**src/rtl/rv_pkg.sv**
```systemverilog
// Shared RV64I decode definitions: ALU op codes, major opcodes, decoded control bundle
// and the immediate generator used by the decoder.
package rv_pkg;

    localparam int RV_XLEN    = 64;
    localparam int RV_ALUOP_W = 4;

    // Branches use 12 + funct3[2:1]; code 13 is never produced (funct3 010/011 are illegal).
    typedef enum logic [RV_ALUOP_W-1:0] {
        ALUOP_NOP     = 4'd0,
        ALUOP_ADD     = 4'd1,
        ALUOP_SUB     = 4'd2,
        ALUOP_SLL     = 4'd3,
        ALUOP_SLT     = 4'd4,
        ALUOP_SLTU    = 4'd5,
        ALUOP_XOR     = 4'd6,
        ALUOP_SRL     = 4'd7,
        ALUOP_SRA     = 4'd8,
        ALUOP_OR      = 4'd9,
        ALUOP_AND     = 4'd10,
        ALUOP_PASSB   = 4'd11,
        ALUOP_CMP_EQ  = 4'd12,
        ALUOP_CMP_RSV = 4'd13,
        ALUOP_CMP_LT  = 4'd14,
        ALUOP_CMP_LTU = 4'd15
    } rv_aluop_e;

    typedef enum logic [2:0] {
        FMT_R, FMT_I, FMT_S, FMT_B, FMT_U, FMT_J
    } rv_fmt_e;

    localparam logic [6:0] OPC_OP        = 7'b0110011;
    localparam logic [6:0] OPC_OP_IMM    = 7'b0010011;
    localparam logic [6:0] OPC_OP_32     = 7'b0111011;
    localparam logic [6:0] OPC_OP_IMM_32 = 7'b0011011;
    localparam logic [6:0] OPC_LOAD      = 7'b0000011;
    localparam logic [6:0] OPC_STORE     = 7'b0100011;
    localparam logic [6:0] OPC_BRANCH    = 7'b1100011;
    localparam logic [6:0] OPC_LUI       = 7'b0110111;
    localparam logic [6:0] OPC_AUIPC     = 7'b0010111;
    localparam logic [6:0] OPC_JAL       = 7'b1101111;
    localparam logic [6:0] OPC_JALR      = 7'b1100111;

    typedef struct packed {
        rv_aluop_e  alu_op;
        logic       use_imm;
        logic [4:0] rd;
        logic [4:0] rs1;
        logic [4:0] rs2;
        logic       reg_write;
        logic       mem_read;
        logic       mem_write;
        logic       branch;
        logic       jump;
        logic       word_op;
        logic       illegal;
    } rv_ctrl_t;

    localparam int RV_CTRL_W = $bits(rv_ctrl_t);

    // Register-register / register-immediate ALU op selected by funct3.
    function automatic rv_aluop_e alu_from_f3(input logic [2:0] f3);
        rv_aluop_e op;
        case (f3)
            3'b000:  op = ALUOP_ADD;
            3'b001:  op = ALUOP_SLL;
            3'b010:  op = ALUOP_SLT;
            3'b011:  op = ALUOP_SLTU;
            3'b100:  op = ALUOP_XOR;
            3'b101:  op = ALUOP_SRL;
            3'b110:  op = ALUOP_OR;
            default: op = ALUOP_AND;
        endcase
        return op;
    endfunction

    // Every RV immediate fits in 32 bits sign-extended from instr[31]; callers widen to XLEN.
    function automatic logic [31:0] imm32(input rv_fmt_e fmt, input logic [31:0] ins);
        logic [31:0] v;
        case (fmt)
            FMT_I:   v = {{20{ins[31]}}, ins[31:20]};
            FMT_S:   v = {{20{ins[31]}}, ins[31:25], ins[11:7]};
            FMT_B:   v = {{19{ins[31]}}, ins[31], ins[7], ins[30:25], ins[11:8], 1'b0};
            FMT_U:   v = {ins[31:12], 12'b0};
            FMT_J:   v = {{11{ins[31]}}, ins[31], ins[19:12], ins[20], ins[30:21], 1'b0};
            default: v = '0;
        endcase
        return v;
    endfunction

endpackage

```
**src/rtl/rv_decode_comb.sv**
```systemverilog
// Pure combinational RV64I instruction decoder: raw instruction -> control bundle + immediate.
module rv_decode_comb
    import rv_pkg::*;
#(
    parameter int XLEN      = 64,
    parameter bit SUPPORT_W = 1'b1
) (
    input  logic [31:0]     instr_i,
    output rv_ctrl_t        ctrl_o,
    output logic [XLEN-1:0] imm_o
);

    logic [6:0]  opcode;
    logic [2:0]  f3;
    logic [6:0]  f7;
    logic        legal;
    logic        wr_rd;
    rv_fmt_e     fmt;
    logic [31:0] imm_w;

    assign opcode = instr_i[6:0];
    assign f3     = instr_i[14:12];
    assign f7     = instr_i[31:25];

    always_comb begin
        ctrl_o     = '0;
        ctrl_o.rd  = instr_i[11:7];
        ctrl_o.rs1 = instr_i[19:15];
        ctrl_o.rs2 = instr_i[24:20];
        legal      = 1'b1;
        wr_rd      = 1'b0;
        fmt        = FMT_R;

        case (opcode)
            OPC_OP: begin
                wr_rd = 1'b1;
                if (f7 == 7'b0000000) begin
                    ctrl_o.alu_op = alu_from_f3(f3);
                end else if (f7 == 7'b0100000 && f3 == 3'b000) begin
                    ctrl_o.alu_op = ALUOP_SUB;
                end else if (f7 == 7'b0100000 && f3 == 3'b101) begin
                    ctrl_o.alu_op = ALUOP_SRA;
                end else begin
                    legal = 1'b0;
                end
            end
            OPC_OP_IMM: begin
                wr_rd          = 1'b1;
                fmt            = FMT_I;
                ctrl_o.use_imm = 1'b1;
                ctrl_o.alu_op  = alu_from_f3(f3);
                // RV64 shifts carry a 6-bit shamt, so only imm[11:6] is the function field.
                if (f3 == 3'b001) begin
                    legal = (instr_i[31:26] == 6'b000000);
                end else if (f3 == 3'b101) begin
                    if (instr_i[31:26] == 6'b010000) begin
                        ctrl_o.alu_op = ALUOP_SRA;
                    end else begin
                        legal = (instr_i[31:26] == 6'b000000);
                    end
                end
            end
            OPC_OP_32: begin
                wr_rd          = 1'b1;
                ctrl_o.word_op = 1'b1;
                if (!SUPPORT_W) begin
                    legal = 1'b0;
                end else if (f7 == 7'b0000000 && (f3 == 3'b000 || f3 == 3'b001 || f3 == 3'b101)) begin
                    ctrl_o.alu_op = alu_from_f3(f3);
                end else if (f7 == 7'b0100000 && f3 == 3'b000) begin
                    ctrl_o.alu_op = ALUOP_SUB;
                end else if (f7 == 7'b0100000 && f3 == 3'b101) begin
                    ctrl_o.alu_op = ALUOP_SRA;
                end else begin
                    legal = 1'b0;
                end
            end
            OPC_OP_IMM_32: begin
                wr_rd          = 1'b1;
                fmt            = FMT_I;
                ctrl_o.use_imm = 1'b1;
                ctrl_o.word_op = 1'b1;
                if (!SUPPORT_W) begin
                    legal = 1'b0;
                end else if (f3 == 3'b000) begin
                    ctrl_o.alu_op = ALUOP_ADD;
                end else if (f3 == 3'b001 && f7 == 7'b0000000) begin
                    ctrl_o.alu_op = ALUOP_SLL;
                end else if (f3 == 3'b101 && f7 == 7'b0000000) begin
                    ctrl_o.alu_op = ALUOP_SRL;
                end else if (f3 == 3'b101 && f7 == 7'b0100000) begin
                    ctrl_o.alu_op = ALUOP_SRA;
                end else begin
                    legal = 1'b0;
                end
            end
            OPC_LOAD: begin
                wr_rd           = 1'b1;
                fmt             = FMT_I;
                ctrl_o.use_imm  = 1'b1;
                ctrl_o.alu_op   = ALUOP_ADD;
                ctrl_o.mem_read = 1'b1;
                legal           = (f3 != 3'b111);
            end
            OPC_STORE: begin
                fmt              = FMT_S;
                ctrl_o.use_imm   = 1'b1;
                ctrl_o.alu_op    = ALUOP_ADD;
                ctrl_o.mem_write = 1'b1;
                legal            = !f3[2];
            end
            OPC_BRANCH: begin
                fmt           = FMT_B;
                ctrl_o.branch = 1'b1;
                case (f3[2:1])
                    2'b00:   ctrl_o.alu_op = ALUOP_CMP_EQ;
                    2'b10:   ctrl_o.alu_op = ALUOP_CMP_LT;
                    2'b11:   ctrl_o.alu_op = ALUOP_CMP_LTU;
                    default: legal = 1'b0;
                endcase
            end
            OPC_LUI: begin
                wr_rd          = 1'b1;
                fmt            = FMT_U;
                ctrl_o.use_imm = 1'b1;
                ctrl_o.alu_op  = ALUOP_PASSB;
            end
            OPC_AUIPC: begin
                wr_rd          = 1'b1;
                fmt            = FMT_U;
                ctrl_o.use_imm = 1'b1;
                ctrl_o.alu_op  = ALUOP_ADD;
            end
            OPC_JAL: begin
                wr_rd          = 1'b1;
                fmt            = FMT_J;
                ctrl_o.use_imm = 1'b1;
                ctrl_o.alu_op  = ALUOP_ADD;
                ctrl_o.jump    = 1'b1;
            end
            OPC_JALR: begin
                wr_rd          = 1'b1;
                fmt            = FMT_I;
                ctrl_o.use_imm = 1'b1;
                ctrl_o.alu_op  = ALUOP_ADD;
                ctrl_o.jump    = 1'b1;
                legal          = (f3 == 3'b000);
            end
            default: legal = 1'b0;
        endcase

        // Illegal bundles keep their register fields but carry no operation or side effect.
        if (!legal) begin
            ctrl_o.alu_op    = ALUOP_NOP;
            ctrl_o.use_imm   = 1'b0;
            ctrl_o.mem_read  = 1'b0;
            ctrl_o.mem_write = 1'b0;
            ctrl_o.branch    = 1'b0;
            ctrl_o.jump      = 1'b0;
            ctrl_o.word_op   = 1'b0;
            ctrl_o.illegal   = 1'b1;
            fmt              = FMT_R;
        end
        ctrl_o.reg_write = wr_rd && legal && (instr_i[11:7] != 5'd0);
    end

    assign imm_w = imm32(fmt, instr_i);
    assign imm_o = {{(XLEN-32){imm_w[31]}}, imm_w};

endmodule

```
**src/rtl/rv_decode_stage.sv**
```systemverilog
// Registered RV64I decode stage with a two-entry skid buffer (output entry E0, skid entry E1)
// so that in_ready comes straight from a flop.
module rv_decode_stage
    import rv_pkg::*;
#(
    parameter int XLEN      = RV_XLEN,
    parameter int ALUOP_W   = RV_ALUOP_W,
    parameter bit SUPPORT_W = 1'b1
) (
    input  logic               clk,
    input  logic               rst_n,
    input  logic               flush,
    input  logic               in_valid,
    output logic               in_ready,
    input  logic [31:0]        in_instr,
    input  logic [XLEN-1:0]    in_pc,
    output logic               out_valid,
    input  logic               out_ready,
    output logic [XLEN-1:0]    out_pc,
    output logic [ALUOP_W-1:0] alu_op,
    output logic               use_imm,
    output logic [XLEN-1:0]    imm,
    output logic [4:0]         rd,
    output logic [4:0]         rs1,
    output logic [4:0]         rs2,
    output logic               reg_write,
    output logic               mem_read,
    output logic               mem_write,
    output logic               branch,
    output logic               jump,
    output logic               word_op,
    output logic               illegal
);

    typedef struct packed {
        rv_ctrl_t        ctrl;
        logic [XLEN-1:0] imm;
        logic [XLEN-1:0] pc;
    } entry_t;

    rv_ctrl_t        dec_ctrl;
    logic [XLEN-1:0] dec_imm;
    entry_t          new_entry;
    entry_t          e0_q, e0_d, e1_q, e1_d;
    logic            e0_vld_q, e0_vld_d, e1_vld_q, e1_vld_d;
    logic            push, pop;

    rv_decode_comb #(
        .XLEN      (XLEN),
        .SUPPORT_W (SUPPORT_W)
    ) u_decode (
        .instr_i (in_instr),
        .ctrl_o  (dec_ctrl),
        .imm_o   (dec_imm)
    );

    assign new_entry = '{ctrl: dec_ctrl, imm: dec_imm, pc: in_pc};
    assign in_ready  = !e1_vld_q;
    assign push      = in_valid && in_ready;
    assign pop       = e0_vld_q && out_ready;

    always_comb begin
        e0_d     = e0_q;
        e1_d     = e1_q;
        e0_vld_d = e0_vld_q;
        e1_vld_d = e1_vld_q;
        if (flush) begin
            e0_vld_d = 1'b0;
            e1_vld_d = 1'b0;
        end else if (e1_vld_q) begin
            // Skid full: input is stalled, only a pop can move things forward.
            if (pop) begin
                e0_d     = e1_q;
                e1_vld_d = 1'b0;
            end
        end else if (e0_vld_q) begin
            if (pop && push) begin
                e0_d = new_entry;
            end else if (pop) begin
                e0_vld_d = 1'b0;
            end else if (push) begin
                e1_d     = new_entry;
                e1_vld_d = 1'b1;
            end
        end else if (push) begin
            e0_d     = new_entry;
            e0_vld_d = 1'b1;
        end
    end

    always_ff @(posedge clk or negedge rst_n) begin
        if (!rst_n) begin
            e0_q     <= '0;
            e1_q     <= '0;
            e0_vld_q <= 1'b0;
            e1_vld_q <= 1'b0;
        end else begin
            e0_q     <= e0_d;
            e1_q     <= e1_d;
            e0_vld_q <= e0_vld_d;
            e1_vld_q <= e1_vld_d;
        end
    end

    assign out_valid = e0_vld_q;
    assign out_pc    = e0_q.pc;
    assign alu_op    = ALUOP_W'(e0_q.ctrl.alu_op);
    assign use_imm   = e0_q.ctrl.use_imm;
    assign imm       = e0_q.imm;
    assign rd        = e0_q.ctrl.rd;
    assign rs1       = e0_q.ctrl.rs1;
    assign rs2       = e0_q.ctrl.rs2;
    assign reg_write = e0_q.ctrl.reg_write;
    assign mem_read  = e0_q.ctrl.mem_read;
    assign mem_write = e0_q.ctrl.mem_write;
    assign branch    = e0_q.ctrl.branch;
    assign jump      = e0_q.ctrl.jump;
    assign word_op   = e0_q.ctrl.word_op;
    assign illegal   = e0_q.ctrl.illegal;

endmodule
```
**config.mk**
```make
export PLATFORM = sky130hd
export DESIGN_NAME = rv_decode_stage
export DESIGN_NICKNAME = d
export VERILOG_FILES = /design/src/rtl/rv_pkg.sv /design/src/rtl/rv_decode_comb.sv /design/src/rtl/rv_decode_stage.sv
export SDC_FILE = /design/constraint.sdc
export NUM_CORES = 1
export LEC_CHECK = 0
export ABC_AREA = 1
export BUFFER_PORTS_ARGS = -buffer_cell sky130_fd_sc_hd__buf_4
export CAP_MARGIN = 30
export CORE_MARGIN = 3
export CORE_UTILIZATION = 35
export DETAILED_ROUTE_END_ITERATION = 6
export GPL_TIMING_DRIVEN = 0
export HOLD_SLACK_MARGIN = 0.06
export PLACE_DENSITY = 0.64
export SYNTH_ARGS = -nofsm -noshare
export SYNTH_HDL_FRONTEND = slang
export SYNTH_SLANG_ARGS = --single-unit
```
**constraint.sdc**
```tcl
create_clock -name clk -period 2.15 [get_ports clk]
set_input_delay 0.1075 -clock clk [delete_from_list [all_inputs] [get_ports clk]]
set_output_delay 0.1075 -clock clk [all_outputs]
set_load 0.02 [all_outputs]
```
# Word-level counts from Yosys, hierarchy flattened
# Cells that the tools add are included.
# totals
reg_bits,280
input_bits,101
word_cells,148
# op_classes
n_eq_ne,30
mux,53
bitwise_logic,4
reduce_logical,31
# op_table
op,n
$mux 155,5
$pmux 32 s5,1
$pmux 4 s7,2
$mux 4,10
$eq 7x6->1 const B,5
$mux 1,29
$eq 7x5->1 const B,3
$eq 7x7->1 const B,3
$eq 3x3->1 const B,5
$pmux 3 s5,1
$eq 3x2->1 const B,4
$pmux 4 s3,1
$logic_and 1x1->1,10
$pmux 1 s9,1
$reduce_or 9->1,1
$reduce_or 8->1,1
$eq 7x2->1 const B,1
$logic_not 7->1,1
$eq 3x1->1 const B,2
$eq 6x5->1 const B,1
$logic_not 6->1,1
$mux 6,1
$reduce_and 6->1,1
$reduce_or 2->1,3
other kinds (18),25

# Depth between registers and ports, before layout
# Gate-level depths: netlist of the first run.
# logic_depth
word_depth,13
depth_mapped,16
depth_no_buf,15

# Cells and area by module
# Synthesis of the first run repeated with hierarchy kept, for this count alone.
# hier_totals
hier_cells,2137
area_unflattened_um2,15670.0
# by_module_without_submodules
module,n_inst,cells_each,area_each_um2
rv_decode_stage,1,1859,14188.6
rv_decode_comb,1,278,1481.4

# Worst setup path after synthesis of the first run
# OpenSTA, ideal clock, no wires.
# synth_timing
path_type,register to register
from,reg e1_vld_q
to,reg e1_q[77] (netlist bit)
setup_time_ns,0.082
arrival_ns,1.639
required_ns,2.068
slack_ns,0.429
stages_incl_launch_ff,9
path_buffers,3
synth_period_minus_slack_ns,1.721
path_cell_list,dfrtp_1 buf_2 inv_2 nand2_1 nor4_2 clkbuf_1 clkbuf_1 nor2_1 a31oi_1
# synth_via
elab_chain_len,5
elab_cells_between_ends,6
# synth_rtl
item,line_no,text
"start, declared",rv_decode_stage.sv:45,"logic e0_vld_q, e0_vld_d, e1_vld_q, e1_vld_d;"
"start signal, assigned",rv_decode_stage.sv:101,e1_vld_q <= e1_vld_d;
$logic_not 1->1,rv_decode_stage.sv:58,assign in_ready = !e1_vld_q;
$logic_and 1x1->1,rv_decode_stage.sv:59,assign push = in_valid && in_ready;
$logic_and 1x1->1,rv_decode_stage.sv:77,if (pop && push) begin
$not 1->1 (no source line),n/a,
$reduce_and 6->1 (no source line) *,n/a,
"end signal, assigned",rv_decode_stage.sv:94,e1_q <= '0;
"end signal, assigned",rv_decode_stage.sv:99,e1_q <= e1_d;
"end, declared",rv_decode_stage.sv:44,"entry_t e0_q, e0_d, e1_q, e1_d;"
# Every way passes the cells marked *; elsewhere a longest branch is shown, timed or not.
# A chain may end at the register's enable or synchronous reset.

# Worst setup path after layout of the first run
# layout_timing
from,reg e1_vld_q
to,out in_ready
# layout_via
elab_chain_len,1
# layout_rtl
item,line_no,text
$logic_not 1->1,rv_decode_stage.sv:58,
"end, declared",rv_decode_stage.sv:14,"output logic in_ready,"
# Every way passes these cells.

==> impl_metrics.env, run 1 <==
export IMPL_outcome="completed"
export IMPL_fin_cells=2286
export IMPL_grtUsageTotal_pct=21.3
export IMPL_ys_seq_area_share_pct=54.0
export IMPL_cts_tree="done"
export IMPL_fillerInstances=3056
export IMPL_yosysTopAreaCell="dfrtp_1"
export IMPL_grt_pass1_vias=11000
export IMPL_end_kind="output pin"
export IMPL_final_cell_mix="586 x nand2_1, 295 x buf_4, 248 x dfrtp_1"
export IMPL_power_per_cell_area_mw_per_mm2=872
export IMPL_drtPass1Iterations=5
export IMPL_synth_seq_cells=248
export IMPL_grt_overflow=0
export IMPL_rrSetupSlack_ps=90
export IMPL_required_ps=2040
export IMPL_start_util_pct=35.9
export IMPL_synth_fp_nets=1547
export IMPL_drtIter0Drc=849
export IMPL_h_tree_depth=1
export IMPL_worstReg2RegStart="e1_vld_q"
export IMPL_vdd_drop_max_mv=0.620
export IMPL_vias=11100
export IMPL_nets=1935
export IMPL_grtUsageMet3_pct=3.00
export IMPL_io_buffers=256
export IMPL_hp_start="in_instr[2]"
export IMPL_hpwlAfterDp_um=27100
export IMPL_wl_um=38100
export IMPL_min_period_ps=2080
export IMPL_setup_viol=0
export IMPL_clockBufferDepth=3
export IMPL_top_level_ports=258
export IMPL_crit_arrival_ps=1980
export IMPL_netlist_area_mm2=0.0115
export IMPL_crit_path_start_kind="flip-flop"
export IMPL_cts_sinks=248
export IMPL_setup_tns_ps=0
export IMPL_ys_top_cells_by_area="dfrtp_1 54%, nand2_1 19%, nor2_1 5.7%"
export IMPL_coreArea_mm2=0.0320
export IMPL_fp_dieH_um=187
export IMPL_fin_skew_ps=11.3
export IMPL_p_leak_nw=8.14
export IMPL_clk_pin_slew_ps=60
export IMPL_drt_wirelength_per_cell_um=16.7
export IMPL_layout_drive_gt1_share_pct=23.0
export IMPL_r2r_cells=10
export IMPL_relSlewSlack_pct=38.8
export IMPL_grt_pass1_wl_um=60800
export IMPL_avgSynthCellArea_um2=7.94
export IMPL_worst_slew_pin_slew_ps=918
export IMPL_hold_slack_ps=85.1
export IMPL_syn_inst=1446
export IMPL_antenna_found_initial=0
export IMPL_placementRows=65
export IMPL_busiest_layer="met2"
export IMPL_ys_warn_count=0
export IMPL_use_met1_pct=29.1
export IMPL_via_per_inst=4.86
export IMPL_yosysUniqueCellTypes=34
export IMPL_final_util_pct=49.9
export IMPL_die_w_um=187
export IMPL_area_growth_pct=39.0
export IMPL_crit_type="reg2out"
export IMPL_holdPathEnd="e1_q[130]"
export IMPL_max_cap_viol_count=0
export IMPL_final_area_mm2=0.0160
export IMPL_antenna_left=0
export IMPL_place_area_mm2=0.0140
export IMPL_grt_max_degree=107
export IMPL_drc=0
export IMPL_dieArea_mm2=0.0350
export IMPL_synth_top_area_share_pct=54.0
export IMPL_whs_path_depth=5
export IMPL_finalHoldViolations=0
export IMPL_hold_path_class="in2reg"
export IMPL_clock_latency_ps=540
export IMPL_numCtsBuffers=27
export IMPL_gp_congestion=0.881
export IMPL_post_place_cells=2139
export IMPL_crit_path_max_fanout=10
export IMPL_met2_usage_pct=35.5
export IMPL_max_freq_mhz=480
export IMPL_cts_root_buf="clkbuf_16"
export IMPL_finalMaxSlewViolations=0
export IMPL_final_common_cell="nand2_1"
export IMPL_fin_crit_sh_pct=96.9
export IMPL_timing_rr_end="rs1[2]"
## through the flow
step	setup slack, ps	power [mW]
after global placement	-1100	9.37
after global routing	-14.4	14.7
after CTS	-4.65	14.1
after floorplan	429	7.91
final	67.4	13.9
after detailed placement	-563	9.48
## cell families (layout without fill, tap and decap cells)
family | count (synthesis) | count (layout) | synth area share (%)
flops | 248 | 248 | 54.0
buf+inv | 158 | 562 | 6.45
compound gates | 202 | 202 | 10.2
other cells | 0 | 1 | 0
simple gates | 838 | 838 | 29.3
## flip-flops by register name, summed over array words and instances, names as in the netlist, 4 cells and up
name / count
imm: 32
alu_op: 4
rs2: 5
out_pc: 64
rs1: 5
rd: 5
e1_q: 123
## where the power goes
group	total [mW]	switching (mW)	internal, mW
registers	6.14	0.542	5.60
clock network	4.35	1.85	2.50
logic	3.43	1.95	1.48
## cell type report
type	count	area (µm²)	share of cell area, %
Sequential cell	248	6210	38.9
Multi-Input combinational cell	1040	4570	28.6
Timing Repair Buffer	359	2990	18.7
Clock buffer	42	792	4.96
Buffer	118	679	4.26
Tap cell	435	544	3.41
Inverter	40	160	1.00
Clock inverter	3	21.3	0.133
Antenna cell	1	2.50	0.0157
## how the worst max path moves through the flow
| stage | start | end | cells after the start |
|---|---|---|---|
| final | e1_vld_q | in_ready | 5 |
| after global routing | in_instr[26] | e1_q[89] | 14 |
| after CTS | e1_vld_q | e1_q[137] | 9 |
| after detailed placement | e1_vld_q | rs2[3] | 9 |
| after global placement | rst_n | rs1[0] | 1 |
| after floorplan | e1_vld_q | e1_q[77] | 8 |
## synthesized netlist by cell type (all sizes together)
master,n
a211oi,1
a21boi,1
a21oi,31
a31oi,104
and3,1
buf,45
clkbuf,73
dfrtp,248
inv,40
nand2,596
nand3,51
nand3b,1
nand4,1
nor2,181
nor3,6
nor4,1
o211ai,3
o21ai,56
o21ba,1
o21bai,1
o22ai,2
o311ai,2
## worst max-delay path, cell delays in order (launching register included)
cell and delay (ps):
dfrtp_1 350, buf_2 220, inv_6 150, clkbuf_8 240, clkbuf_2 270, buf_4 190
## layer usage
metal  routed length (µm)  up-vias
met5                    0        -
li1                     -     5405
met1                16700     5264
met2                18000      366
met3                 2420       70
met4                 1050        0
## timing repair
item / CTS / global route
setup endpoints to repair: 233 / 226
setup buffers: 0 / 4
hold buffers: 97 / 0
pin swaps: 0 / 2
hold endpoints to repair: 473 / 0
resized for setup: 32 / 64
(Power assumes the default switching activity.)
==> run 2, diff against run 1 <==
- REMOVE_ABC_BUFFERS: default -> 1
- SETUP_SLACK_MARGIN: default -> 0.4
- SKIP_CTS_REPAIR_TIMING: default -> 1
==> run 2 against run 1 <==
The run now ends with hold timing, setup timing left. Via count rose by 2.1%. Cell area grew 5.5%. Clock skew shrank 2.5 ps. Hold slack lost 180 ps. Sequential share of layout area decreased by 2.0 points. Count of clock-buffer cells in the layout increased by 4. Wire length grew 10%. Setup slack worse by 87 ps. Critical path depth increased by 5. Highest routed layer unchanged.
==> impl_metrics.env, run 2 (synthesis gave the netlist of run 1 again) <==
export IMPL_outcome="complete, but fails checks"
export IMPL_failed_checks="hold timing, setup timing"
export IMPL_final_util_pct=52.7
export IMPL_highest_layer="met4"
export IMPL_place_area_mm2=0.0137
export IMPL_pwr_share_clk_pct=34.4
export IMPL_required_ps=2600
export IMPL_largest_reg_flops=123
export IMPL_grtUsageTotal_pct=18.4
export IMPL_met1_length_um=17800
export IMPL_start_util_pct=35.9
export IMPL_post_place_ws_ps=-1780
export IMPL_fin_crit_sh_pct=101
export IMPL_grt_pass1_vias=10100
export IMPL_fp_dieH_um=187
export IMPL_end_kind="flip-flop"
export IMPL_final_area_mm2=0.0168
export IMPL_hpwlAfterDp_um=21300
export IMPL_vias=11300
export IMPL_h_tree_depth=1
export IMPL_drt_wirelength_per_cell_um=18.7
export IMPL_crit_arrival_ps=2620
export IMPL_placementRows=65
export IMPL_gp_congestion=0.854
export IMPL_max_cap_viol_count=0
export IMPL_p_sw_mw=4.57
export IMPL_wl_um=42000
export IMPL_p_int_mw=10.4
export IMPL_relSlewSlack_pct=40.5
export IMPL_finalMaxSlewViolations=0
export IMPL_finalHoldViolations=1
export IMPL_max_freq_mhz=461
export IMPL_post_place_cells=2035
export IMPL_layout_drive_gt1_share_pct=24.6
export IMPL_drtPass1Iterations=5
export IMPL_cts_root_buf="clkbuf_16"
export IMPL_min_period_ps=2170
export IMPL_numCtsBuffers=29
export IMPL_clockBufferDepth=3
export IMPL_fin_skew_ps=8.76
export IMPL_power_per_cell_area_mw_per_mm2=886
export IMPL_rsz0062_at_grt="yes"
export IMPL_crit_path_start_kind="flip-flop"
export IMPL_grt_max_degree=131
export IMPL_grt_pass1_wl_um=53800
export IMPL_drtIter0Drc=916
export IMPL_crit_path_max_fanout=33
export IMPL_wl_met2_um=19800
export IMPL_antenna_found_initial=0
export IMPL_hold_slack_ps=-94.6
export IMPL_dieArea_mm2=0.0350
export IMPL_coreArea_mm2=0.0320
export IMPL_hold_path_class="in2reg"
export IMPL_crit_type="reg2reg"
export IMPL_regMostFlops="e1_q"
export IMPL_vdd_drop_max_mv=0.700
export IMPL_io_buffers=257
export IMPL_final_common_cell="nand2_1"
export IMPL_p_leak_nw=8.40
export IMPL_wl_met3_um=3210
export IMPL_drc=0
export IMPL_fin_cells=2248
export IMPL_sw_frac_of_total_pct=30.6
export IMPL_cts_tree="done"
export IMPL_pwr_share_comb_pct=24.4
export IMPL_nets=1892
export IMPL_die_w_um=187
export IMPL_antenna_cells=0
export IMPL_setup_slack_ps=-19.9
export IMPL_grt_overflow=0
export IMPL_final_cell_mix="586 x nand2_1, 281 x buf_4, 247 x dfrtp_1"
export IMPL_cts_sinks=248
export IMPL_antenna_left=0
export IMPL_worst_slew_pin_slew_ps=892
export IMPL_clock_latency_ps=540
export IMPL_top_level_ports=258
export IMPL_via_per_inst=5.04
export IMPL_area_growth_pct=46.7
export IMPL_setup_viol=5
export IMPL_p_seq_share_pct=41.2
export IMPL_clk_pin_slew_ps=60
-- run 2: cell count changes in the layout (fill, tap and decap cells not counted), moves of 13 or more --
| cell | delta |
|---|---|
| clkbuf_2 | -29 |
| clkbuf_16 | +14 |
| buf_4 | -14 |
| clkbuf_1 | -36 |
| o21ai_0 | -13 |
-- run 2: power groups by stage --
| stage | clock network [mW] | logic [mW] | registers (mW) |
|---|---|---|---|
| after floorplan | 0 | 1.09 | 6.71 |
| after global placement | 0 | 3.02 | 6.22 |
| after detailed placement | 0 | 3.09 | 6.22 |
| after CTS | 5.24 | 3.10 | 6.15 |
| after global routing | 5.45 | 3.97 | 6.26 |
| final | 5.14 | 3.64 | 6.15 |
-- run 2: path summary, 6_finish.rpt --
check | start | endpoint | slack [ps] | depth (start not counted)
setup / recovery | e1_vld_q | e1_q[151] | -20 | 10
hold / removal | flush | out_valid | -90 | 2
setup reg to reg | e1_vld_q | e1_q[151] | -20 | 10
hold reg to reg | e1_q[137] | e1_q[137] | 470 | 2
max in group asynchronous | rst_n | e1_vld_q | 710 | 4
min in group asynchronous | rst_n | e1_q[35] | 120 | 2
-- run 2: layer usage --
layer | global-route usage [%] | up-vias
li1 | - | 5351
met1 | 25.1 | 5383
met2 | 29.9 | 510
met3 | 3.65 | 94
met4 | 4.80 | 0
met5 | 0 | -
-- run 2: per-stage QoR --
stage | TNS, ps | power [mW]
finish | -52.7 | 14.9
floorplan | -1673800 | 7.80
global route | -5000 | 15.7
CTS | -348320 | 14.5
global placement | -3808900 | 9.24
detailed placement | -336150 | 9.31
-- run 2: final cells by class --
type                            instances  area, µm²
Clock inverter                          7        119
Fill cell                            2917      15100
Timing Repair Buffer                  425       4020
Clock buffer                           46        890
Multi-Input combinational cell       1042       4780
Sequential cell                       248       6210
Inverter                               40        219
Tap cell                              435        544
Timing Repair inverter                  5       61.3
-- run 2: worst max-delay path: stages, from the launching register on --
cell	delay [ps]
dfrtp_4	540
buf_16	170
clkinv_16	60
nand2_8	50
nor4_4	340
buf_4	200
buf_6	110
buf_12	130
inv_16	80
clkbuf_16	190
o21ai_0	180
